File: src/rtl/serial_mag_comp.sv
// serial_mag_comp: bit-serial magnitude comparator over framed bit pairs.
// Compares operand A against B one (a,b) bit pair per accepted beat.
//
// Ports:
//   clk, rst_n        rising-edge clock, asynchronous active-low reset
//   in_valid/in_ready beat handshake; in_ready is low only while a result waits
//   in_a, in_b        operand bits for this beat
//   in_last           closes the frame on this beat
//   res_valid/ready   result handshake toward the sink
//   res_gt/eq/lt      one-hot frame decision (A>B, A==B, A<B)
//   res_nbits         beats in the frame, closing beat included
//   res_err           frame was force-closed at MAX_BITS without in_last
//
// Parameters:
//   MAX_BITS          longest frame; the beat that reaches it closes the frame
//   LSB_FIRST         0: frames arrive MSB first, 1: LSB first
module serial_mag_comp #(
    parameter int MAX_BITS  = 16,
    parameter bit LSB_FIRST = 1'b0,
    localparam int NB_W     = $clog2(MAX_BITS + 1)
) (
    input  logic            clk,
    input  logic            rst_n,
    input  logic            in_valid,
    output logic            in_ready,
    input  logic            in_a,
    input  logic            in_b,
    input  logic            in_last,
    output logic            res_valid,
    input  logic            res_ready,
    output logic            res_gt,
    output logic            res_eq,
    output logic            res_lt,
    output logic [NB_W-1:0] res_nbits,
    output logic            res_err
);

    typedef enum logic [1:0] {
        S_IDLE = 2'd0,
        S_ACC  = 2'd1,
        S_DONE = 2'd2
    } state_t;

    typedef enum logic [1:0] {
        D_NONE = 2'd0,
        D_GT   = 2'd1,
        D_LT   = 2'd2
    } dec_t;

    state_t          r_state;
    state_t          w_state_nxt;
    dec_t            r_dec;
    dec_t            w_bit_dec;
    dec_t            w_dec_nxt;
    logic [NB_W-1:0] r_cnt;
    logic [NB_W-1:0] w_cnt_inc;
    logic            w_accept;
    logic            w_at_max;
    logic            w_close;
    logic            w_release;

    logic            r_gt;
    logic            r_eq;
    logic            r_lt;
    logic [NB_W-1:0] r_nbits;
    logic            r_err;

    // ---------------------------------------------------------------
    // Beat-level datapath
    // ---------------------------------------------------------------
    assign w_accept  = in_valid & in_ready;
    assign w_release = res_valid & res_ready;
    assign w_cnt_inc = r_cnt + NB_W'(1);
    assign w_at_max  = (w_cnt_inc == NB_W'(MAX_BITS));
    assign w_close   = w_accept & (in_last | w_at_max);

    // One-bit compare of the current pair.
    always_comb begin
        w_bit_dec = D_NONE;
        unique case (1'b1)
            (in_a & ~in_b): w_bit_dec = D_GT;
            (~in_a & in_b): w_bit_dec = D_LT;
            default:        w_bit_dec = D_NONE;
        endcase
    end

    // MSB first: the first differing bit is the most significant one,
    // so it wins and sticks. LSB first: the latest differing bit is
    // the most significant seen so far, so it overwrites.
    always_comb begin
        w_dec_nxt = r_dec;
        if (LSB_FIRST) begin
            if (w_bit_dec != D_NONE) begin
                w_dec_nxt = w_bit_dec;
            end
        end else begin
            if (r_dec == D_NONE) begin
                w_dec_nxt = w_bit_dec;
            end
        end
    end

    // Running count/decision. They are cleared when the result leaves,
    // so IDLE always starts a frame from count 0 and no decision.
    always_ff @(posedge clk or negedge rst_n) begin
        if (!rst_n) begin
            r_cnt <= '0;
            r_dec <= D_NONE;
        end else if (w_release) begin
            r_cnt <= '0;
            r_dec <= D_NONE;
        end else if (w_accept) begin
            r_cnt <= w_cnt_inc;
            r_dec <= w_dec_nxt;
        end
    end

    // Result registers load on the closing edge and then hold, which
    // keeps them stable for as long as the sink stalls.
    always_ff @(posedge clk or negedge rst_n) begin
        if (!rst_n) begin
            r_gt    <= 1'b0;
            r_eq    <= 1'b0;
            r_lt    <= 1'b0;
            r_nbits <= '0;
            r_err   <= 1'b0;
        end else if (w_close) begin
            r_gt    <= (w_dec_nxt == D_GT);
            r_eq    <= (w_dec_nxt == D_NONE);
            r_lt    <= (w_dec_nxt == D_LT);
            r_nbits <= w_cnt_inc;
            r_err   <= ~in_last;
        end
    end

    // ---------------------------------------------------------------
    // Frame FSM
    // ---------------------------------------------------------------
    always_ff @(posedge clk or negedge rst_n) begin
        if (!rst_n) begin
            r_state <= S_IDLE;
        end else begin
            r_state <= w_state_nxt;
        end
    end

    always_comb begin
        w_state_nxt = r_state;
        unique case (r_state)
            S_IDLE, S_ACC: begin
                if (w_accept) begin
                    w_state_nxt = w_close ? S_DONE : S_ACC;
                end
            end
            S_DONE: begin
                if (res_ready) begin
                    w_state_nxt = S_IDLE;
                end
            end
            default: w_state_nxt = S_IDLE;
        endcase
    end

    always_comb begin
        in_ready  = 1'b1;
        res_valid = 1'b0;
        unique case (r_state)
            S_DONE: begin
                in_ready  = 1'b0;
                res_valid = 1'b1;
            end
            default: begin
                in_ready  = 1'b1;
                res_valid = 1'b0;
            end
        endcase
    end

    assign res_gt    = r_gt;
    assign res_eq    = r_eq;
    assign res_lt    = r_lt;
    assign res_nbits = r_nbits;
    assign res_err   = r_err;

endmodule
File: config.mk
export PLATFORM = sky130hd
export DESIGN_NAME = serial_mag_comp
export DESIGN_NICKNAME = d
export VERILOG_FILES = /design/src/rtl/serial_mag_comp.sv
export SDC_FILE = /design/constraint.sdc
export NUM_CORES = 1
export LEC_CHECK = 0
export BUFFER_PORTS_ARGS = -buffer_cell sky130_fd_sc_hd__buf_2
export CORE_MARGIN = 10
export CORE_UTILIZATION = 30
export DETAILED_ROUTE_END_ITERATION = 8
export PLACE_DENSITY = 0.5
export SETUP_SLACK_MARGIN = 0.2
export SYNTH_ARGS = -nofsm -noshare
export SYNTH_HDL_FRONTEND = slang
export SYNTH_SLANG_ARGS = --single-unit
File: constraint.sdc
create_clock -name clk -period 1.9 [get_ports clk]
set_input_delay 0.38 -clock clk [delete_from_list [all_inputs] [get_ports clk]]
set_output_delay 0.38 -clock clk [all_outputs]
set_load 0.01 [all_outputs]
After elaboration in Yosys (flattened, before gate mapping)
Index checks and enable logic that the tools add are counted.
W data, S select, Z words.
- output and inout port bits: 11
- bits of input ports: 7
- logic and storage cells: 43
- flip-flop bits (word level): 18
- bitwise operators: 9
- multiplexer cells: 12
- reductions and logical operators: 6
- $add $sub $neg: 1
- eq/ne operators: 7
- operators by type and width (cell ; number):
    $mux W2 ; 6
    $mux W5 ; 2
    $pmux W2 S2 ; 2
    $logic_not A2 Y1 ; 3
    $add A5 B1 Y5 const B ; 1
    $and A1 B1 Y1 ; 5
    $eq A5 B5 Y1 const B ; 1
    $eq A2 B1 Y1 const B ; 2
    $eq A2 B2 Y1 const B ; 2
    $ne A2 B2 Y1 const B ; 2
    $not A1 Y1 ; 3
    $mux W1 ; 2
    $reduce_and A2 Y1 ; 1
    $reduce_bool A2 Y1 ; 1
    $reduce_or A2 Y1 ; 1
    $or A1 B1 Y1 ; 1

Longest topological paths before layout
- depth after elaboration: 7
- depth in mapped cells: 5
- mapped depth without buffers: 4

Worst setup path after synthesis
Ideal clock, no wire load.
- kind: register -> register
- start point: register r_cnt[0]
- end point: register r_eq (netlist: res_eq)
- required time: 1.775 ns
- arrival time: 1.402 ns
- buffers on the path: 0
- period minus slack after synthesis: 1.526 ns
- library setup time: 0.125 ns
- cell stages (with the launch flop): 5
- slack: 0.374 ns
- cells stage by stage: dfrtp_1 ha_1 nand4_4 o21ai_4 mux2_2
- longest elaborated chain between the ends: 4
- RTL lines (what ; line ; RTL):
    start: declaration ; 55 ; logic [NB_W-1:0] r_cnt;
    start signal: assignment ; 113 ; r_cnt <= w_cnt_inc;
    $add A5 B1 Y5 ; 73 ; assign w_cnt_inc = r_cnt + NB_W'(1);
    $eq A5 B5 Y1 ; 74 ; assign w_at_max = (w_cnt_inc == NB_W'(MAX_BITS));
    $or A1 B1 Y1 ; 75 ; assign w_close = w_accept & (in_last | w_at_max);
    $and A1 B1 Y1 ; 75 ;
    end signal: assignment ; 129 ; r_eq <= (w_dec_nxt == D_NONE);
    end: declaration ; 63 ; logic r_eq;
No other way between the ends.
A chain may end at the register's enable or synchronous reset.

Worst setup path after layout
Ends and elaborated chain as after synthesis.

==> reports/results.txt <==
The run finished with clean final reports. The worst setup slack after placement is 0.203 ns. Compared with the post-synthesis result, the final layout area differs by 17.3%.

The post-DP HPWL came out at 1480 microns. The clock sink count came out at 18. Cell type contributing the most total cell area after synthesis: dfrtp_1. Once placement completed, the tool counted placed cells totaling 134.

For the maximum achievable frequency, the log shows 625 MHz. The clock reaches the later pin of the worst-skew pair after 0.28 ns. Cells fill 36.2% of the core in the end.

The die is 75.6 microns wide. Yosys printed 0 warnings. The routability-driven placement congestion ratio was 0.807. The startpoint identified for the worst register-to-register timing path is r_cnt[0]. The final layout contains routed wiring with a total length of 1850 microns. The clock network burns 19.2% of the power.

In this run, flip-flops and latches consume 49.7% of the power. In this run the power density over the cells is 1090 nW/um^2. For the final instance count without filler cells, the log shows 139.

For the global-route usage over all layers, the log shows 7.07%. After detailed routing, the number of vias per cell comes to 5.08. After the first detailed-routing iteration, the DRC count stood at 29.

After clock tree synthesis, the flow added hold-fix buffers numbering 0. TritonCTS built the clock tree. Detailed-router iteration count before antenna repair: 4. The tools report the sequential share of the synthesized area as 48.6%.

After routing, the total negative slack on setup checks comes to 0 ns. Entering global routing, the biggest net connects 19 pins. Total via count after detailed routing: 706. 18 I/O pins were placed. For this configuration, the core starts out at a cell density of 30.9%. For the post-layout net count, the log shows 115.

In the routed design, unresolved DRC markers number 0. The library cell used most frequently in the layout, excluding fill and tap cells, is dfrtp_1. Type of the worst setup path: reg2reg. Final number of max-transition violations: 0. The number of antenna violations at the first check in global routing was 0. After detailed routing, the average wire length per cell comes to 13.3 microns. Library cell used as clock root buffer: clkbuf_4. The maximum fanout along the worst path works out to 7. Measured in cells, the most critical reg-to-reg path has a length of 4. Combinational cells account for 31.1% of the total power. The category of the worst setup path launch point is a flip-flop.

The die is 75.6 microns tall. Counting flops with a built-in enable in the synthesized netlist gives 0. For the number of buffers inserted during clock tree synthesis, the log shows 3. The first-pass GRT wire length was 3130 microns. The total of flip-flops plus latches after synthesis was 18. The tools report the final number of setup-violating endpoints as 0. Counting distinct cell types in the post-synthesis netlist gives 32. The final critical-path required period is 1.60 ns. In the layout the commonest cells are dfrtp_1, buf_2, nand2_1, o21ai_0.

The total standard cell area after synthesis was 927 sq um. Area share of the largest cell type after synthesis: 48.6%. The logs give 0 for the number of failing hold endpoints at the final stage and 0.30 ns for the worst setup slack for register-to-register paths. Setup repair after global routing left no endpoint under its margin. The remaining global-route overflow was 0; the share of flip-flops with an asynchronous set or reset after synthesis was 100%. The tools report the buffer depth of the longest clock path as 2. For the pin with the worst max-slew slack, the measured transition is 0.391 ns. The initialized floorplan defines 20 standard-cell rows. For the worst slew slack as a fraction of its limit, the log shows 73.2%. In this run the static leakage power is 0.000508 uW. For the internal power, the log shows 792 uW.

The most used flip-flop cell after synthesis is dfrtp_1. The number of H-tree levels came out at 1. Endpoint class of the critical path: a flip-flop.

The tool flagged a number of max-cap violations equal to 0. On the final layout, the worst clock skew is 0.00398 ns. The final clock period utilization by the worst path was 84.2%. In this run the remaining antenna-violating nets after routing total 0.

The arrival time at the worst endpoint came out at 1.77 ns. At the worst endpoint, the required time is 2.08 ns. For the area of the die, the log shows 5710 sq um. 0 antenna diodes ended up in the layout.

The type of the tightest min-delay check is in2async. Clock-pin slew was measured on the worst setup and hold paths at 0.10 ns. The core region is 3000 sq um. Worst flop-to-flop path endpoint: res_eq. In this run switching power makes up 33.4% of total power.

For the net count after synthesis, the log shows 94. Summed over all nets, the switching power comes to 398 uW. The post-synthesis instance total was 86.

VDD sags by at most 0.445 mV. The synthesized area per cell is 10.8 sq um. Yosys attributes the largest share of cell area to dfrtp_1, mux2_2, o21ai_0, nand2_1, nor2b_1. Worst-case setup margin in the final layout: 0.301 ns. Of the cells placed in the final design, the portion with a size suffix greater than 1 is 30.2%. The number of global-route vias before repair is 727, and the count of input and output buffers is 17.
## per-stage QoR
stage	hold WS (ns)	power (uW)	area (sq um)
after floorplan	0.0844	833	927
after global placement	0.338	964	1040
after detailed placement	0.341	975	1040
after CTS	0.0137	1220	1080
after global routing	0.0281	1290	1090
final	0.00548	1190	1090
## Yosys cell counts (all sizes together), types with 2 or more instances
master / n
nand3: 3
o21ai: 7
nand2: 7
mux2: 5
a21oi: 4
dfrtp: 18
nand2b: 2
xnor2: 2
buf: 2
o21a: 3
mux2i: 2
nor2b: 4
nor4: 2
inv: 5
nor2: 5
nor3b: 2
## worst max-delay path by stage
stage                     from           end  slack (ns)  cells after the start
global route          r_cnt[0]  res_nbits[1]        0.22                      4
finish                r_cnt[0]        res_eq        0.30                      4
global placement      r_cnt[0]        res_gt        0.25                      4
floorplan             r_cnt[0]        res_eq        0.37                      4
CTS                 r_state[1]  res_nbits[1]        0.24                      4
detailed placement    r_cnt[0]  res_nbits[1]        0.20                      4
## cells by family (layout without fill, tap and decap cells)
group | Yosys count | count (layout) | share of synthesized area, %
buffers and inverters | 7 | 27 | 3.64
adder cells (fa/ha/maj) | 1 | 1 | 1.35
XOR/XNOR | 3 | 3 | 2.83
AO/OA/AOI/OAI | 20 | 20 | 16.2
AND/OR/NAND/NOR | 30 | 30 | 19.2
flip-flops | 18 | 18 | 48.6
multiplexers | 7 | 7 | 8.23
## critical path, cell delays in order, from the launching register on
cell     delay (ns)
dfrtp_1        0.45
ha_2           0.28
nand4_4        0.13
o21ai_4        0.26
mux2_2         0.37
## power groups by stage
stage          logic [uW]  registers [uW]  clock network (uW)
2_1_floorplan         220             612                   0
3_3_place_gp          371             593                   0
3_5_place_dp          376             599                   0
4_1_cts               381             591                 246
5_1_grt               413             611                 261
6_report              370             591                 229
## layout make-up
| cell class | instances | area [sq um] |
|---|---|---|
| inverters | 5 | 18.8 |
| fillers | 314 | 1920 |
| clock buffers | 4 | 36.3 |
| multi-input cells | 61 | 448 |
| repair buffers | 18 | 92.6 |
| well taps | 33 | 41.3 |
| flip-flops and latches | 18 | 450 |
## layer usage
layer | vias up | routed length [microns] | global-route usage [%]
met5 | - | 0 | 0
met4 | 0 | 35 | 3.30
met3 | 4 | 89 | 2.08
met2 | 13 | 880 | 11.9
met1 | 342 | 840 | 8.03
li1 | 347 | - | -
## flip-flops by register name, summed over array words and instances, names as in the netlist
name and count:
r_cnt 5, res_nbits 5, r_dec 2, r_state 2, res_eq 1, res_err 1
res_gt 1, res_lt 1
## repair_timing
item | CTS | global route
resized for setup | 1 | 1
setup endpoints to repair | 5 | 6
pin swaps | 0 | 1
buffers inserted | 0 | 1
cloned | 0 | 0
Power figures use the tool's default switching activity.
